==> config.mk <==
export PLATFORM = sky130hd
export DESIGN_NAME = reg_file_rename
export DESIGN_NICKNAME = d
export VERILOG_FILES = /design/src/rtl/reg_file_rename_pkg.sv /design/src/rtl/reg_file_rename_read_port.sv /design/src/rtl/reg_file_rename.sv
export SDC_FILE = /design/constraint.sdc
export NUM_CORES = 2
export LEC_CHECK = 0
export ABC_AREA = 1
export CORE_UTILIZATION = 30
export CTS_CLUSTER_SIZE = 20
export DETAILED_ROUTE_END_ITERATION = 10
export HOLD_SLACK_MARGIN = 0.03
export PLACE_DENSITY = 0.44
export SYNTH_ARGS = -nofsm -noshare
export SYNTH_HDL_FRONTEND = slang
export SYNTH_SLANG_ARGS = --single-unit
==> constraint.sdc <==
create_clock -name clk_i -period 4.9 [get_ports clk_i]
set_input_delay 0.98 -clock clk_i [delete_from_list [all_inputs] [get_ports clk_i]]
set_output_delay 0.98 -clock clk_i [all_outputs]
set_load 0.05 [all_outputs]
==> src/rtl/reg_file_rename_pkg.sv <==
// Shared constants and types for the rename-aware register file.
// The ROB and dispatcher use the same widths and the "no producer" tag
// value, so they are defined once here rather than inside each block.
//
// Contents:
//   REG_NUM, DATA_W, ROB_SIZE, ROB_ID_W  - sizing constants
//   NON_DEP                              - tag meaning "value is architectural"
//   data_t / rob_id_t / reg_idx_t        - convenience typedefs
package reg_file_rename_pkg;

  localparam int REG_NUM   = 32;
  localparam int DATA_W    = 32;
  localparam int ROB_SIZE  = 16;
  localparam int ROB_ID_W  = 5;
  localparam int REG_IDX_W = $clog2(REG_NUM);

  typedef logic [DATA_W-1:0]    data_t;
  typedef logic [ROB_ID_W-1:0]  rob_id_t;
  typedef logic [REG_IDX_W-1:0] reg_idx_t;

  // One past the last real ROB entry, so it can never collide with a live tag.
  localparam rob_id_t NON_DEP = rob_id_t'(ROB_SIZE);

endpackage

==> src/rtl/reg_file_rename_read_port.sv <==
// One combinational operand read port of the rename register file.
// Given the selected register's stored tag and value, it produces the
// producer tag and operand value the dispatcher needs, including a
// same-cycle bypass of a value that is being retired right now.
//
// Ports:
//   rs_i            - source register index
//   tag_i, val_i    - stored tag/value of register rs_i
//   commit_*_i      - commit bus from the ROB (used for the bypass)
//   q_o             - producer tag, NON_DEP when the value is available
//   v_o             - operand value, 0 while a producer is pending
module regfile_read_port
  import reg_file_rename_pkg::*;
(
  input  logic     [REG_IDX_W-1:0] rs_i,
  input  logic     [ROB_ID_W-1:0]  tag_i,
  input  logic     [DATA_W-1:0]    val_i,
  input  logic                     commit_en_i,
  input  logic     [REG_IDX_W-1:0] commit_rd_i,
  input  logic     [ROB_ID_W-1:0]  commit_rob_id_i,
  input  logic     [DATA_W-1:0]    commit_value_i,
  output logic     [ROB_ID_W-1:0]  q_o,
  output logic     [DATA_W-1:0]    v_o
);

  logic bypass_hit;

  // The bypass only fires when the retiring instruction is the one this
  // register is still waiting on; a younger rename must keep its tag.
  assign bypass_hit = commit_en_i && (commit_rd_i == rs_i) && (tag_i == commit_rob_id_i);

  // Priority: x0, then the in-flight commit, then the stored state.
  always_comb begin
    q_o = NON_DEP;
    v_o = '0;
    if (rs_i == '0) begin
      q_o = NON_DEP;
      v_o = '0;
    end else if (bypass_hit) begin
      q_o = NON_DEP;
      v_o = commit_value_i;
    end else if (tag_i == NON_DEP) begin
      q_o = NON_DEP;
      v_o = val_i;
    end else begin
      q_o = tag_i;
      v_o = '0;
    end
  end

endmodule

==> src/rtl/reg_file_rename.sv <==
// Architectural register file with per-register rename tags.
// Dispatch renames a destination to the ROB entry that will produce it;
// commit retires values into the architectural registers; a mispredict
// flush discards every speculative tag.
//
// Ports:
//   clk_i, rst_ni        - clock and synchronous active-low reset
//   rdy_i                - global ready; state holds while low
//   flush_i              - mispredict, clears all tags
//   rename_*_i           - destination rename from the dispatcher
//   rs1_i, rs2_i         - source indices; qj_o/vj_o, qk_o/vk_o results
//   commit_*_i           - register-writing retirement from the ROB
module reg_file_rename
  import reg_file_rename_pkg::*;
(
  input  logic                 clk_i,
  input  logic                 rst_ni,
  input  logic                 rdy_i,
  input  logic                 flush_i,
  input  logic                 rename_en_i,
  input  logic [REG_IDX_W-1:0] rename_rd_i,
  input  logic [ROB_ID_W-1:0]  rename_rob_id_i,
  input  logic [REG_IDX_W-1:0] rs1_i,
  input  logic [REG_IDX_W-1:0] rs2_i,
  output logic [ROB_ID_W-1:0]  qj_o,
  output logic [DATA_W-1:0]    vj_o,
  output logic [ROB_ID_W-1:0]  qk_o,
  output logic [DATA_W-1:0]    vk_o,
  input  logic                 commit_en_i,
  input  logic [REG_IDX_W-1:0] commit_rd_i,
  input  logic [ROB_ID_W-1:0]  commit_rob_id_i,
  input  logic [DATA_W-1:0]    commit_value_i
);

  data_t   val_q [REG_NUM];
  data_t   val_d [REG_NUM];
  rob_id_t tag_q [REG_NUM];
  rob_id_t tag_d [REG_NUM];

  // Next-state computation. Commit is applied first so that a rename of
  // the same register in the same cycle overwrites the cleared tag. A
  // flush wipes every tag and drops the rename, but the commit's value
  // still lands because that instruction is older than the branch.
  always_comb begin
    val_d = val_q;
    tag_d = tag_q;
    if (commit_en_i && (commit_rd_i != '0)) begin
      val_d[commit_rd_i] = commit_value_i;
      if (tag_q[commit_rd_i] == commit_rob_id_i) begin
        tag_d[commit_rd_i] = NON_DEP;
      end
    end
    if (flush_i) begin
      for (int i = 0; i < REG_NUM; i++) begin
        tag_d[i] = NON_DEP;
      end
    end else if (rename_en_i && (rename_rd_i != '0)) begin
      tag_d[rename_rd_i] = rename_rob_id_i;
    end
  end

  // State registers. Reset wins over rdy; with rdy low nothing moves.
  // Entry 0 is never written, so it stays at its reset value forever.
  always_ff @(posedge clk_i) begin
    if (!rst_ni) begin
      for (int i = 0; i < REG_NUM; i++) begin
        val_q[i] <= '0;
        tag_q[i] <= NON_DEP;
      end
    end else if (rdy_i) begin
      val_q <= val_d;
      tag_q <= tag_d;
    end
  end

  regfile_read_port u_read_rs1 (
    .rs_i            (rs1_i),
    .tag_i           (tag_q[rs1_i]),
    .val_i           (val_q[rs1_i]),
    .commit_en_i     (commit_en_i),
    .commit_rd_i     (commit_rd_i),
    .commit_rob_id_i (commit_rob_id_i),
    .commit_value_i  (commit_value_i),
    .q_o             (qj_o),
    .v_o             (vj_o)
  );

  regfile_read_port u_read_rs2 (
    .rs_i            (rs2_i),
    .tag_i           (tag_q[rs2_i]),
    .val_i           (val_q[rs2_i]),
    .commit_en_i     (commit_en_i),
    .commit_rd_i     (commit_rd_i),
    .commit_rob_id_i (commit_rob_id_i),
    .commit_value_i  (commit_value_i),
    .q_o             (qk_o),
    .v_o             (vk_o)
  );

endmodule

; After elaboration in Yosys (flattened, before gate mapping)
; Cells that the tools add are included.
[op_classes]
add_sub_neg = 0
mul = 0
n_div = 0
n_lt_le_gt_ge = 6
eq_ne = 7
shifts = 0
mux = 39
n_bitwise = 7
reduce_logical = 13
[op_table]
columns = cell, n
row1 = $bwmux W1024, 1
row2 = $mux W160, 4
row3 = $mux W32, 11
row4 = $bmux W32 S5, 2
row5 = $bwmux W160, 1
row6 = $demux W32 S5, 1
row7 = $and A128 B128 Y128, 1
row8 = $not A128 Y128, 1
row9 = $bmux W5 S5, 3
row10 = $mux W5, 14
row11 = $demux W5 S5, 2
row12 = $or A32 B32 Y32, 1
row13 = $eq A5 B5 Y1, 5
row14 = $ge A6 B6 Y1 const B, 4
row15 = $not A5 Y6, 4
row16 = $lt A6 B1 Y1 const B, 2
row17 = $eq A5 B5 Y1 const B, 2
row18 = $logic_not A5 Y1, 2
row19 = $reduce_bool A5 Y1, 2
row20 = $logic_and A1 B1 Y1, 8
row21 = $reduce_and A2 Y1, 1
[totals]
register_bits = 1184
latchBits = 0
mem_bits_rw = 0
mem_bits_ro = 0
in_bits = 68
elab_cells = 136
n_memories = 0

; Depth between registers and ports, before layout
[depth]
ltp_word = 12
ltp_mapped = 21
ltp_nobuf = 18

; Cells and area by module
; Synthesis repeated with hierarchy kept, for this count alone.
[unflattened]
hier_cells = 11017
area_unflattened_um2 = 68079.0
[by_module_without_submodules]
columns = module, instances, cells_per_inst, area_each_um2, seq_area_each_um2
row1 = reg_file_rename, 1, 10483, 65694.3, 23702.7
row2 = regfile_read_port, 2, 267, 1192.4, 0.0

; Least setup slack after synthesis
; OpenSTA, ideal clock, no wires.
[synth_path]
kind = input-to-output
from = in rs1_i[1]
to = out vj_o[4]
arrival_time_ps = 3568
setup_slack_ps = 352
stages = 11
path_buffers = 5
cell_sequence = inv_2 > buf_2 > buf_6 > buf_2 > buf_2 > clkbuf_1 > o211ai_1 > o211a_1 > o21ai_0 > nand3_1 > o21ai_0
[synth_via]
elab_chain_len = 8
word_cells_on_any_way = 16
cone_classes = 3 x eq/ne / 9 x mux / 1 x bitwise / 3 x reduce/logical
[synth_rtl]
columns = item, line_no
row1 = "start, declared", reg_file_rename.sv:23  ; input logic [REG_IDX_W-1:0] rs1_i,
row2 = $not A5 Y6 (implied by the code), "reg_file_rename.sv:78, reg_file_rename.sv:79"
row3 = $bmux W5 S5, reg_file_rename.sv:78  ; .tag_i (tag_q[rs1_i]),
row4 = $mux W5 (implied by the code) (2 in series), reg_file_rename.sv:78
row5 = "$eq A5 B5 Y1, on equally long branches", "reg_file_rename_read_port.sv:42, reg_file_rename_read_port.sv:30"
row6 = $mux W32 or $logic_and A1 B1 Y1 (tied branches), "reg_file_rename_read_port.sv:42, reg_file_rename_read_port.sv:30"
row7 = $mux W32, reg_file_rename_read_port.sv:39  ; end else if (bypass_hit) begin
row8 = $mux W32 *, reg_file_rename_read_port.sv:36  ; if (rs_i == '0) begin
row9 = "end, declared", reg_file_rename.sv:26  ; output logic [DATA_W-1:0] vj_o,
; Every way passes the cells marked *; elsewhere a longest branch is shown, timed or not. The select of a mux whose other input is x is not followed.

; Worst setup path after layout
[layout_path]
from = in rs1_i[0]
to = out vj_o[27]
; Same word-level chain as after synthesis.

==> out/qor.csv <==
metric,value,unit
areaGrowthSynthToFinish,17.34,%
period_needed,4.924,ns
violations,setup timing,
drive_gt1_frac,0.08452,
seqCellArea,23700,µm²
power_frac_clock,0.461,
critPathLaunchType,input port,
ys_ff_latch,1184,
synth_top_family_by_area,compound AO/OA/AOI/OAI gates,
routedWlPerCell,25.85,µm
status,finished with violations,
routed_wl,348.8,mm
drt_iter0_drc,9260,
synth_area,67800,µm²
grt_overflow,0,
max_cap_viol_count,0,
synth_area_leaders,"dfxtp_1, a21oi_1, o21ai_0",
synth_nets,10740,
slew_headroom,0.2019,
htree_levels,4,
num-fill-cells,24170,
fin_ws,-0.02438,ns
switching_share,0.2999,
start_util,0.3018,
criticalPathCategory,input port to output pin,
synth-edff-count,0,
std_cell_rows,174,
hold_path_class,flip-flop to flip-flop,
required,3.92,ns
fp.dieH,477.4,µm
cts_root_buffer,clkbuf_16,
vias_per_cell,5.671,
instances_no_fill,13490,
powerDensity,312.4,nW/µm²
synth.avg_cell_area,6.355,µm²
crit_arrival,3.94,ns
peakVddDrop,0.3458,mV
core,224700,µm²
io_pins,142,
fin_skew,0.05117,ns
netlist_instances,10670,
rsz0062_at_grt,true,
synth_mux_area_frac,0,
critPathMaxFanout,31,
grt.total_usage,0.2927,
p_leak,0.02966,µW
die_w,477.4,µm
stdcell_area,79560,µm²
internal_power,17400,µW
drv_slew,0,
finalSetupViolCount,2,
hold_violations,0,
clock.fmax,0.2031,GHz
synthFlopType,dfxtp_1,
yosys.area_share.simple,0.2075,
async_flop_share,0,
synthAdderAreaFrac,0,
dieArea,227900,µm²
gp_congestion,0.9537,
vias,76520,
grt_max_degree,213,
place_inst,13220,
antenna_found_initial,6,
io_buffers,141,
ys_seq_area_frac,0.3496,
cts_buffer_depth,3,
route.detailed.drc,0,
numCtsBuffers,151,
clk_latency,0.83,ns
drtPass1Iterations,6,
placed_cell_area,74240,µm²
ys_warn_count,0,
synth_top_area_frac,0.3496,
cts_tree,yes,
period_share,1.005,
end_kind,output pin,
p_total,24860,µW
synth_cell_type_count,48,
synth_most_common_cell,nand2_1,
path_clk_slew,0.06,ns
p_seq_frac,0.393,
dp_hpwl,213.3,mm
netlist_top_cells_count,"nand2_1, a21oi_1, o21ai_0",
final_antenna_net_count,0,
synth_top_cell_by_area,dfxtp_1,
grt_pass1_vias,68890,
share_comb_of_total_power,0.146,
nets,10450,
synth_compound_area_frac,0.3432,
yosys.area_share.xor_xnor,0.0004982,
multiInputGateArea,37600,µm²
grt_pass1_wl,498.8,mm
worstMarginPinSlew,1.197,ns
p_sw,7454,µW
clock_sinks,1184,
## timing repair
action,in CTS,in global routing
endpoints found under the setup margin,7,31
gates resized for setup,11,31
pin swaps,0,2
gates cloned,1,1
setup buffers,0,4
hold buffers,0,0
## registers in the layout (all words and copies together), names as in the netlist
| name | cells |
|---|---|
| tag_q | 160 |
| val_q | 1024 |
## per-stage QoR
step / util / TNS (ns) / setup slack, ns / hold slack, ns
after floorplan: - / 0 / 0.3520 / 0.4071
after global placement: 0.3304 / -0.5855 / -0.1652 / 0.4162
after detailed placement: 0.3304 / -0.5435 / -0.2049 / 0.4201
after CTS: 0.3530 / 0 / 0.001131 / 0.4288
after global routing: 0.3541 / -0.2278 / -0.05055 / 0.4429
final: 0.3541 / -0.03215 / -0.02438 / 0.4287
## power by group through the flow
stage	clock network [µW]	logic [µW]	registers, µW
2_1_floorplan	0	1970	9950
3_3_place_gp	0	3530	9970
3_5_place_dp	0	3520	9970
4_1_cts	11700	3550	9760
5_1_grt	12000	3850	9760
6_report	11500	3640	9760
## cells by family after synthesis
family                 count (synthesis)
flip-flops                          1184
AO/OA/AOI/OAI                       4380
XOR/XNOR                               3
AND/OR/NAND/NOR                     3442
buffers and inverters               1660
## critical path, stage by stage
cell and delay, ns:
buf_8 0.20, buf_12 0.21, a21oi_1 0.08, o21ai_0 0.08, nand3_1 0.15, nand2_1 0.15
nand2_1 0.08, nand3_1 0.13, nand2_1 0.19, xor2_2 0.21, buf_4 0.15, nor2_4 0.13
buf_12 0.17, nand3_2 0.12, buf_4 0.22, o21ai_1 0.30, buf_4 0.20, buf_12 0.14
## cell usage in the layout (no fill, tap or decap), types with 6 or more instances in the layout
master           netlist  routed
or2_0                 17      17
clkbuf_8               0      37
o21ai_0             1671    1669
clkinv_2               0      28
clkbuf_1             668      43
a22oi_1              139     139
buf_4                 26     322
diode_2                0       6
nand4_1               23      23
nand2_4                0       8
nand2_1             2100    2088
o21a_1                10      10
o211ai_1             258     258
inv_1                597     591
a211oi_2               0       6
clkinv_1              27      12
nor3_2                 8       7
nand2_2                3       7
clkbuf_16              0     158
buf_12                 0     184
inv_2                 12      10
o22ai_1               45      45
buf_6                 22       8
o211a_1               19      19
nor2_4                 5       6
nor3_1                27      27
clkdlybuf4s50_1        0      51
nor2_1               718     716
or2_1                  9       9
dfxtp_1             1184    1184
o221ai_1              22      22
nand3_2               33      38
nand3_1              481     473
a21oi_1             2085    2084
o21ai_1               97      94
a211oi_1              26      19
## routing by layer
metal | GRT usage | wire length [µm] | vias to the layer above
li1 | - | - | 35690
met1 | 0.3924 | 149900 | 36570
met2 | 0.4543 | 152900 | 3569
met3 | 0.04983 | 27930 | 690
met4 | 0.1375 | 17980 | 2
met5 | 0 | 14 | -
## final timing paths
path / from / to / slack (ns) / cells after the start
max reg2reg: tag_q[123] / tag_q[113] / 2.31 / 17
min: val_q[1017] / val_q[1017] / 0.43 / 2
min reg2reg: val_q[1017] / val_q[1017] / 0.43 / 2
max: rs1_i[0] / vj_o[27] / -0.02 / 18
## area by class of cell
type / count / share of cell area
Multi-Input combinational cell: 7825 / 0.4726
Sequential cell: 1184 / 0.2979
Timing Repair Buffer: 582 / 0.08806
Clock buffer: 236 / 0.05764
Tap cell: 2992 / 0.04706
Inverter: 637 / 0.03138
Clock inverter: 29 / 0.005017
Antenna cell: 6 / 0.0001887
Timing Repair inverter: 1 / 0.0001415
No activity file was read; power rests on OpenSTA's default activity.
